## src/rtl/ws2812_frame_ctrl.sv

```systemverilog
// WS2812 frame sequencer: LOAD, NUM_BITS timed bit windows, then a latch gap.
// Define WS_AUTO_REFRESH_EN to re-load and resend continuously after every latch gap.
module ws2812_frame_ctrl #(
   parameter int NUM_BITS = 120,
   parameter int T_BIT    = 62,
   parameter int T0H      = 20,
   parameter int T1H      = 40,
   parameter int T_LATCH  = 2500
) (
   input  logic clk,
   input  logic reset,
   input  logic start,
   input  logic current_bit,
   output logic load_reg,
   output logic rotate_reg,
   output logic led_dout,
   output logic busy,
   output logic frame_done
);

   localparam int CW = $clog2(T_BIT + 1);
   localparam int BW = $clog2(NUM_BITS + 1);
   localparam int LW = $clog2(T_LATCH + 1);

   localparam logic [CW-1:0] CYC_LAST = CW'(T_BIT - 1);
   localparam logic [CW-1:0] HI0      = CW'(T0H);
   localparam logic [CW-1:0] HI1      = CW'(T1H);
   localparam logic [BW-1:0] BIT_LAST = BW'(NUM_BITS - 1);
   localparam logic [LW-1:0] LAT_LAST = LW'(T_LATCH - 1);

   typedef enum logic [1:0] {
      S_IDLE,
      S_LOAD,
      S_SEND,
      S_LATCH
   } state_t;

   state_t        state_q, state_d;
   logic [CW-1:0] cyc_q, cyc_d;
   logic [BW-1:0] bitc_q, bitc_d;
   logic [LW-1:0] lat_q, lat_d;
   logic          bit_q, bit_d;
   logic          led_q, led_d;
   logic          cur;

   always_ff @(posedge clk) begin
      if (reset) begin
         state_q <= S_IDLE;
         cyc_q   <= '0;
         bitc_q  <= '0;
         lat_q   <= '0;
         bit_q   <= 1'b0;
         led_q   <= 1'b0;
      end else begin
         state_q <= state_d;
         cyc_q   <= cyc_d;
         bitc_q  <= bitc_d;
         lat_q   <= lat_d;
         bit_q   <= bit_d;
         led_q   <= led_d;
      end
   end

   always_comb begin
      state_d    = state_q;
      cyc_d      = cyc_q;
      bitc_d     = bitc_q;
      lat_d      = lat_q;
      bit_d      = bit_q;
      led_d      = 1'b0;
      load_reg   = 1'b0;
      rotate_reg = 1'b0;
      frame_done = 1'b0;
      busy       = (state_q != S_IDLE);
      cur        = bit_q;
      unique case (state_q)
         S_IDLE: begin
            if (start) state_d = S_LOAD;
         end
         S_LOAD: begin
            load_reg = 1'b1;
            bitc_d   = '0;
            cyc_d    = '0;
            state_d  = S_SEND;
         end
         S_SEND: begin
            // First window cycle uses the live MSB; bit_q holds it afterwards
            if (cyc_q == '0) begin
               cur   = current_bit;
               bit_d = current_bit;
            end
            led_d = (cyc_q < (cur ? HI1 : HI0));
            if (cyc_q == CYC_LAST) begin
               rotate_reg = 1'b1;
               cyc_d      = '0;
               if (bitc_q == BIT_LAST) begin
                  lat_d   = '0;
                  state_d = S_LATCH;
               end else begin
                  bitc_d = bitc_q + 1'b1;
               end
            end else begin
               cyc_d = cyc_q + 1'b1;
            end
         end
         S_LATCH: begin
            if (lat_q == LAT_LAST) begin
               frame_done = 1'b1;
               lat_d      = '0;
`ifdef WS_AUTO_REFRESH_EN
               state_d    = S_LOAD;
`else
               state_d    = S_IDLE;
`endif
            end else begin
               lat_d = lat_q + 1'b1;
            end
         end
         default: state_d = S_IDLE;
      endcase
   end

   assign led_dout = led_q;

endmodule
```

## config.mk

```make
export PLATFORM = sky130hd
export DESIGN_NAME = ws2812_frame_ctrl
export DESIGN_NICKNAME = d
export VERILOG_FILES = /design/src/rtl/ws2812_frame_ctrl.sv
export SDC_FILE = /design/constraint.sdc
export NUM_CORES = 1
export LEC_CHECK = 0
export CORE_AREA = 4 4 66 68
export DETAILED_ROUTE_END_ITERATION = 16
export DIE_AREA = 0 0 70 72
export PLACE_DENSITY = 0.61
export SLEW_MARGIN = 10
export SYNTH_ARGS = -nofsm -noshare
export SYNTH_HDL_FRONTEND = slang
export SYNTH_SLANG_ARGS = --single-unit
```

## constraint.sdc

```tcl
create_clock -name clk -period 3.2 [get_ports clk]
set_input_delay 0.64 -clock clk [delete_from_list [all_inputs] [get_ports clk]]
set_output_delay 0.64 -clock clk [all_outputs]
set_load 0.01 [all_outputs]
```

# Word-level counts from Yosys, hierarchy flattened
# Cells that the tools add are included.
# word_totals
ff_bits	29
input_bits	4
memories	0
out_inout_bits	5
rom_bits	0
latchBits	0
mem_bits_rw	0
# classes
multipliers	0
n_div	0
n_bitwise	1
shifts	0
reduce_logical	9
mux	22
n_addsub	3
eq_ne	11
n_lt_le_gt_ge	1
# op_table
operator	count
two-way mux 12 bit	3
one-hot mux 12 bit (2 select lines)	1
two-way mux 7 bit	2
one-hot mux 7 bit (2 select lines)	1
adder 12 x 1 -> 12 bit (second input constant)	1
equality test 12 bit (second input constant)	1
two-way mux 6 bit	2
one-hot mux 6 bit (2 select lines)	1
inequality test 2 bit (second input constant)	5
two-way mux 2 bit	4
one-hot mux 2 bit (4 select lines)	1
adder 7 x 1 -> 7 bit (second input constant)	1
equality test 7 bit (second input constant)	1
two-way mux 1 bit	7
adder 6 x 1 -> 6 bit (second input constant)	1
equality test 6 bit (second input constant)	1
logical NOT 6 bit	1
less-than comparator 6 bit	1
AND reduction 3 bit	2
nonzero test 2 bit	3
equality test 2 bit (second input constant)	2
AND reduction 4 bit	1
equality test 2 x 1 -> 1 bit (second input constant)	1
logical NOT 2 bit	1
2 further kinds	2

# Longest topological paths before layout
# Gate-level depths: netlist of the first run.
# depth
ltp_word	5
ltp_mapped	9

# Worst setup path after synthesis of the first run
# Ideal clock, no wire load.
# synth_path
path_type	register to output
startpoint	register lat_q[3]
endpoint	output port frame_done
arrival_ns	1.582
required_time_ns	2.560
setup_slack_ns	0.978
n_path_buf	0
stages_incl_launch_ff	4
path_cell_list	dfxtp_1 -> or4b_4 -> or4_1 -> nor2_1
# synth_via
elab_chain_cells	3
# synth_rtl
element	line	rtl
start: declaration	41	logic [LW-1:0] lat_q, lat_d;
start signal: assignment	58	lat_q <= lat_d;
equality test 12 bit	107	if (lat_q == LAT_LAST) begin
two-way mux 1 bit	107	
two-way mux 1 bit	76	unique case (state_q)
end: declaration	18	output logic frame_done
# Every way passes these cells.

# Worst setup path after layout of the first run
# Same ends and word-level chain as after synthesis.

==> results of run 1 <==
-- how the worst max path moves through the flow --
stage,start,to,slack [ps],depth (start not counted)
3_5_place_dp,lat_q[3]$_SDFFE_PP0P_,frame_done,450,4
6_report,lat_q[3]$_SDFFE_PP0P_,frame_done,150,4
2_1_floorplan,lat_q[3]$_SDFFE_PP0P_,frame_done,980,3
5_1_grt,lat_q[3]$_SDFFE_PP0P_,frame_done,60,4
4_1_cts,lat_q[3]$_SDFFE_PP0P_,frame_done,140,4
3_3_place_gp,lat_q[3]$_SDFFE_PP0P_,frame_done,470,4
-- critical path: stages, from the launching register on --
cell and delay (ps):
dfxtp_1 370, or4b_4 580, or4_1 520, nor2_1 120, clkdlybuf4s50_1 550
-- logic make-up (layout without fill, tap and decap cells) --
| family | Yosys count | after routing | share of synthesized area [%] |
|---|---|---|---|
| AO/OA/AOI/OAI | 44 | 44 | 19.8 |
| buffers and inverters | 14 | 27 | 3.92 |
| adder cells (fa/ha/maj) | 11 | 11 | 8.29 |
| XOR/XNOR | 5 | 5 | 2.64 |
| multiplexers | 4 | 4 | 2.41 |
| flip-flops | 29 | 29 | 35.0 |
| AND/OR/NAND/NOR | 86 | 86 | 28.0 |
-- power by group --
| part | total (W) | internal (W) | switching [W] |
|---|---|---|---|
| clock | 0.000290 | 0.000150 | 0.000140 |
| sequential | 0.000402 | 0.000383 | 0.0000188 |
| combinational | 0.000335 | 0.000141 | 0.000194 |
-- layout by cell type, fill, tap and decap left out, types with 2 or more instances in the layout --
cell / n
or2_2: 3
o31ai_1: 2
ha_1: 11
nand2b_1: 2
nor2b_1: 3
nand2_1: 11
nand3_1: 13
nor2_1: 27
clkdlybuf4s50_1: 8
o211ai_1: 3
clkinv_2: 2
buf_4: 3
a31oi_1: 3
o21ai_0: 8
nor3_1: 2
or4_1: 5
o2111ai_1: 2
a21oi_1: 6
nand4_1: 7
clkbuf_8: 5
o22a_1: 2
and3_1: 3
o41ai_1: 4
or3_1: 2
mux2i_1: 4
inv_1: 7
o22ai_1: 4
dfxtp_1: 29
xor2_1: 4
-- state kept, by name, summed over array words and instances, names as in the netlist --
register	count
led_dout	1
bitc_q	7
lat_q	12
state_q	2
bit_q	1
cyc_q	6
-- layout make-up --
class,instances,area (um^2),area share [%]
Tap cell,50,62.6,3.34
Sequential cell,29,581,31.0
Timing Repair Buffer,11,103,5.48
Inverter,8,30.0,1.60
Clock buffer,6,72.6,3.87
Clock inverter,2,10.0,0.534
Multi-Input combinational cell,150,1010,54.2
-- stage by stage --
stage | power, W | hold WS (ps)
floorplan | 0.000642 | 457
global placement | 0.000739 | 471
detailed placement | 0.000743 | 495
CTS | 0.00104 | 505
global route | 0.00111 | 530
finish | 0.00103 | 502
-- routing by layer --
| layer | part of all wire [%] | GRT usage [%] |
|---|---|---|
| met1 | 46 | 18.2 |
| met4 | 1.9 | 8.72 |
| met2 | 49 | 25.7 |
| met5 | 0 | 0 |
| met3 | 3.3 | 5.26 |
==> impl_metrics.tcl, run 1 <==
set metrics [dict create \
    cts_setup_buffers 0 \
    min_from "bitc_q[5]$_SDFFE_PP0P_" \
    ys.flop_type "dfxtp_1" \
    core.rowCount 23 \
    area_growth_pct 12.8 \
    synth_seq_cells 29 \
    cts.htree.levels 2 \
    ant_nets 0 \
    synth_top_area_share_pct 35.0 \
    drtIter0Drc 134 \
    finClkSkew_ps 5.26 \
    clockRootBuffer "clkbuf_8" \
    worstMarginPinSlew_ps 531 \
    synth.most_common_cell "dfxtp_1" \
    dp_cells 248 \
    synth_common_cells "dfxtp_1, nor2_1, nand3_1" \
    fmax_mhz 328 \
    r2r_end "lat_q[9]$_SDFFE_PP0P_" \
    nNetsFinal 220 \
    antenna_found_initial 0 \
    cts.sinks 29 \
    synthesis.nets 208 \
    n_antenna_cell 0 \
    critPathKind "reg2out" \
    dp_hpwl_um 2650 \
    setup_tns_ps 0 \
    min_path_cells 2 \
    vias_per_cell 5.71 \
    first_global_vias 1488 \
    syn_area_per_cell_um2 8.60 \
    post-route-drc-count 0 \
    start_util_pct 43.1 \
    min_period_ps 3050 \
    yosysSeqAreaShare_pct 35.0 \
    slew_viol_final 0 \
    synth-async-reset-ratio_pct 0 \
    hold_buffers 0 \
    stdcell_area_um2 1870 \
    fill_cells 389 \
    core_area_um2 3860 \
    min_to "bitc_q[5]$_SDFFE_PP0P_" \
    peakVddDrop_uv 272 \
    wl_per_cell_um 14.1 \
    num_vias 1463 \
    hold_violations 0 \
    grt_max_degree 15 \
    drive_gt1_share_pct 9.71 \
    relSlewSlack_pct 64.5 \
    cellPowerDensity_nw_per_um2 548 \
    hp-class "reg2reg" \
    clk_latency_ps 280 \
    io_buffers 8 \
    netlist_instances 193 \
    r2r_start "bitc_q[0]$_SDFFE_PP0P_" \
    worstRegToRegCells 6 \
    rsz0062_at_grt "false" \
    cp-end-kind "output port" \
    ctsResizeCount 0 \
    gr-usage-all-layers_pct 15.7 \
    cp_max_fo 7 \
    cts.path.max_buffers 2 \
    rrSetupSlack_ps 730 \
    ys_top_cells_by_area "dfxtp_1, ha_1, nor2_1, nand3_1, nand4_1" \
    synth_warnings 0 \
    critPathLaunchType "flop" \
    synth_area_leader_cell "dfxtp_1" \
    synth_edf_count 0 \
    setup_viol 0 \
    cap_viol_max_count 0 \
    post-route-util_pct 48.6 \
    grt_pass1_wl_um 6450 \
    cts.clk_slew.worst_paths_ps 60 \
    grt-ovfl-total 0 \
    min_period_over_period_pct 95.4 \
    dr.pass1.iters 4 \
    status "complete, no violations" \
    die_area_um2 5040 \
    synth_cell_types 49 \
    instances_no_fill 256 \
    setup_slack_ps 147 \
    cts_buffers 5 \
    die_x_um 70 \
    cp_data_required_time_ps 2560 \
    netlist_area_um2 1660 \
    cts_tree "yes" \
    fp.dieH_um 72 \
    post_dp_cell_area_um2 1790 \
    leakagePower_nw 0.670 \
    cp.arrival_ps 2410 \
    wl_um 3620 \
    place.gp.congestion 0.850 \
    io_pins 9 \
    place_ws_ps 454 \
]
Note: power is estimated with default switching activity, not from simulation.
==> inputs of run 2 (changes only) <==
- CORE_AREA: 4 4 66 68 -> 4 4 48 93
- DIE_AREA: 0 0 70 72 -> 0 0 52 97
- PLACE_DENSITY: 0.61 -> not set
- clock period: 3.2 -> 3.3 ns (I/O delays scaled with it)
==> impl_metrics.tcl, run 2 (synthesis gave the netlist of run 1 again) <==
set metrics [dict create \
    cts_setup_buffers 0 \
    dp_hpwl_um 2880 \
    min_period_ps 3030 \
    finClkSkew_ps 3.39 \
    critPathKind "reg2out" \
    ant_nets 0 \
    leakagePower_nw 0.680 \
    cts_tree "yes" \
    slew_viol_final 0 \
    status "complete, no violations" \
    cp_data_required_time_ps 2640 \
    p_sw_share_pct 32.8 \
    cts_buffers 5 \
    min_period_over_period_pct 91.9 \
    p_int_w 0.000697 \
    fmax_mhz 330 \
    worstMarginPinSlew_ps 590 \
    cp_max_fo 7 \
    first_global_vias 1516 \
    power_frac_clock_pct 30.7 \
    start_util_pct 43.7 \
    fp.dieH_um 97 \
    rsz0062_at_grt "false" \
    antenna_found_initial 0 \
    p_comb_share_pct 31.6 \
    biggestRegsByFlops "lat_q: 12 flops, bitc_q: 7 flops, cyc_q: 6 flops" \
    n_antenna_cell 0 \
    ctsResizeCount 0 \
    power.share.sequential_pct 37.7 \
    post-route-drc-count 0 \
    drtIter0Drc 33 \
    place_ws_ps 560 \
    setup_viol 0 \
    layout_commonest_cell "dfxtp_1" \
    regMostFlops "lat_q" \
    grt_max_degree 15 \
    setup_slack_ps 266 \
    io_buffers 8 \
    gr-usage-all-layers_pct 16.8 \
    nNetsFinal 220 \
    vias_per_cell 5.81 \
    hold_buffers 0 \
    hp-class "reg2reg" \
    layout_common_cells "dfxtp_1, nor2_1, nand3_1" \
    cts.htree.levels 2 \
    switchingPower_w 0.000340 \
    setup_tns_ps 0 \
    dr.pass1.iters 4 \
    wl_per_cell_um 14.6 \
    core_area_um2 3800 \
    cap_viol_max_count 0 \
    io_pins 9 \
    cellPowerDensity_nw_per_um2 548 \
    fill_cells 393 \
    die_x_um 52 \
    clk_latency_ps 280 \
    grt_pass1_wl_um 6580 \
    power_w 0.00104 \
    cts.sinks 29 \
    place.gp.congestion 0.877 \
    hold_violations 0 \
    drive_gt1_share_pct 10.2 \
    clockRootBuffer "clkbuf_8" \
    peakVddDrop_uv 471 \
    core.rowCount 32 \
    wl_um 3750 \
    area_growth_pct 14.0 \
    cts.path.max_buffers 2 \
    cp.arrival_ps 2370 \
    critPathLaunchType "flop" \
    post-route-util_pct 49.8 \
    num_vias 1493 \
    die_area_um2 5040 \
    cts.clk_slew.worst_paths_ps 60 \
    cp-end-kind "output port" \
    grt-ovfl-total 0 \
    relSlewSlack_pct 60.6 \
    largest_reg_flops 12 \
]
## run 2: cell types whose count changed in the layout (fill, tap and decap cells not counted)
cell,change
clkbuf_8,+2
clkbuf_1,-1
clkinv_2,-1
## run 2: worst max-delay path: stages, from the launching register on
cell	delay, ps
dfxtp_1	370
or4b_4	580
or4_1	520
nor2_1	90
clkdlybuf4s50_1	540
## run 2: power by group through the flow
stage / registers, W / logic [W] / clock network [W]
2_1_floorplan: 0.000395 / 0.000227 / 0
3_3_place_gp: 0.000396 / 0.000321 / 0
3_5_place_dp: 0.000398 / 0.000328 / 0
4_1_cts: 0.000390 / 0.000330 / 0.000331
5_1_grt: 0.000394 / 0.000365 / 0.000345
6_report: 0.000390 / 0.000328 / 0.000318
## run 2: final cells by class
type / instances / area [um^2] / share of cell area, %
well taps: 51 / 63.8 / 3.37
flip-flops and latches: 29 / 581 / 30.7
multi-input cells: 150 / 1010 / 53.6
clock inverters: 1 / 5.00 / 0.264
clock buffers: 7 / 96.3 / 5.09
repair buffers: 11 / 103 / 5.42
inverters: 8 / 30.0 / 1.59
## run 2: per-layer routing
layer | track usage [%] | share of wire [%]
met5 | 0 | 0
met4 | 10.3 | 2.8
met3 | 3.39 | 2.1
met2 | 29.7 | 57
met1 | 16.9 | 38
## run 2: per-stage QoR
stage	cell area, um^2	hold WS (ps)	instances
3_5_place_dp	1790	488	249
3_3_place_gp	1790	482	249
5_1_grt	1890	523	257
2_1_floorplan	1660	457	193
4_1_cts	1890	499	257
6_report	1890	494	257
## run 2: final timing paths
| path | from | endpoint | slack, ps | depth (start not counted) |
|---|---|---|---|---|
| setup / recovery | lat_q[3]$_SDFFE_PP0P_ | frame_done | 270 | 4 |
| hold / removal | bitc_q[6]$_SDFFE_PP0P_ | bitc_q[6]$_SDFFE_PP0P_ | 490 | 2 |
| setup reg to reg | bitc_q[0]$_SDFFE_PP0P_ | lat_q[9]$_SDFFE_PP0P_ | 800 | 6 |
| hold reg to reg | bitc_q[6]$_SDFFE_PP0P_ | bitc_q[6]$_SDFFE_PP0P_ | 490 | 2 |
==> inputs of run 3 (changes only) <==
- DONT_BUFFER_PORTS: not set -> 1
- GPL_ROUTABILITY_DRIVEN: not set -> 0
==> impl_metrics.tcl, run 3 (synthesis gave the netlist of run 1 again) <==
set metrics [dict create \
    status "complete, no violations" \
    area_growth_pct 7.39 \
    min_period_over_period_pct 81.0 \
    hp-class "in2reg" \
    cellPowerDensity_nw_per_um2 544 \
    grt-ovfl-total 0 \
    io_buffers 0 \
    cp.arrival_ps 2870 \
    vias_per_cell 6.06 \
    wl_per_cell_um 16.3 \
    cts.sinks 29 \
    cts.path.max_buffers 2 \
    nNetsFinal 210 \
    rsz0062_at_grt "false" \
    post-route-util_pct 46.9 \
    cts.htree.levels 2 \
    critPathKind "reg2reg" \
    cp_max_fo 12 \
    first_global_vias 1529 \
    place_ws_ps 648 \
    dp_hpwl_um 3040 \
    fp.dieH_um 97 \
    ant_nets 0 \
    setup_tns_ps 0 \
    cts_tree "yes" \
    regMostFlops "lat_q" \
    hold_buffers 0 \
    core.rowCount 32 \
    cp_data_required_time_ps 3500 \
    slew_viol_final 0 \
    die_area_um2 5040 \
    fmax_mhz 374 \
    relSlewSlack_pct 61.8 \
    n_antenna_cell 0 \
    start_util_pct 43.7 \
    hold_violations 0 \
    gr-usage-all-layers_pct 18.2 \
    cts.clk_slew.worst_paths_ps 60 \
    cap_viol_max_count 0 \
    die_x_um 52 \
    cts_buffers 5 \
    layout_commonest_cell "dfxtp_1" \
    finClkSkew_ps 7.97 \
    core_area_um2 3800 \
    critPathLaunchType "flop" \
    post-route-drc-count 0 \
    rrSetupSlack_ps 630 \
    grt_max_degree 24 \
    min_period_ps 2670 \
    clockRootBuffer "clkbuf_8" \
    worstMarginPinSlew_ps 570 \
    setup_slack_ps 627 \
    grt_pass1_wl_um 6990 \
    leakagePower_nw 0.630 \
    ctsResizeCount 0 \
    setup_viol 0 \
    largest_reg_flops 12 \
    antenna_found_initial 0 \
    biggestRegsByFlops "lat_q: 12 flops, bitc_q: 7 flops, cyc_q: 6 flops" \
    drive_gt1_share_pct 8.72 \
    layout_common_cells "dfxtp_1, nor2_1, nand3_1" \
    io_pins 9 \
    clk_latency_ps 280 \
    num_vias 1490 \
    dr.pass1.iters 4 \
    cp-end-kind "flop" \
    peakVddDrop_uv 416 \
    drtIter0Drc 29 \
    wl_um 4020 \
    cts_setup_buffers 0 \
]
run 3: cell types whose count changed in the layout (fill, tap and decap cells not counted), sizes merged:
cell,previous run,this run
clkinv,2,1
buf,3,1
clkdlybuf4s50,8,0
run 3: final timing paths:
path | from | to | cells past startpoint
setup reg to reg | state_q[0]$_SDFFE_PP0P_ | lat_q[9]$_SDFFE_PP0P_ | 7
setup / recovery | state_q[0]$_SDFFE_PP0P_ | lat_q[9]$_SDFFE_PP0P_ | 7
hold reg to reg | bitc_q[6]$_SDFFE_PP0P_ | bitc_q[6]$_SDFFE_PP0P_ | 2
hold / removal | reset | cyc_q[0]$_SDFFE_PP0P_ | 1
run 3: layer usage:
layer	share of wire [%]	vias to the layer above	wire length [um]	global-route usage, %
met5	0	-	0	0
met3	3.3	16	134	3.85
met4	4.1	0	163	11.5
met2	56	36	2250	32.7
li1	-	725	-	-
met1	37	713	1470	17.5
run 3: layout make-up:
class,instances,area (um^2)
fillers,376,2020
inverters,8,30.0
well taps,51,63.8
repair buffers,1,7.51
multi-input cells,150,1010
flip-flops and latches,29,581
clock buffers,7,86.3
run 3: worst max-delay path, stage by stage, from the launching register on:
cell and delay (ps):
dfxtp_1 330, inv_1 130, ha_1 370, nand4_1 230, nor4_4 450, o21bai_2 250
or4b_2 650, a21oi_1 180
run 3: power by group:
group	switching [W]	leakage (nW)	internal, W
Clock	0.000125	0.0443	0.000165
Combinational	0.000188	0.352	0.0000994
Sequential	0.0000212	0.234	0.000372
run 3: through the flow:
stage | power, W | std cells | cell area [um^2] | hold WS [ps]
2_1_floorplan | 0.000622 | 193 | 1660 | 457
3_3_place_gp | 0.000667 | 239 | 1700 | 469
3_5_place_dp | 0.000689 | 239 | 1700 | 484
4_1_cts | 0.000983 | 246 | 1780 | 442
5_1_grt | 0.00104 | 246 | 1780 | 443
6_report | 0.000971 | 246 | 1780 | 451
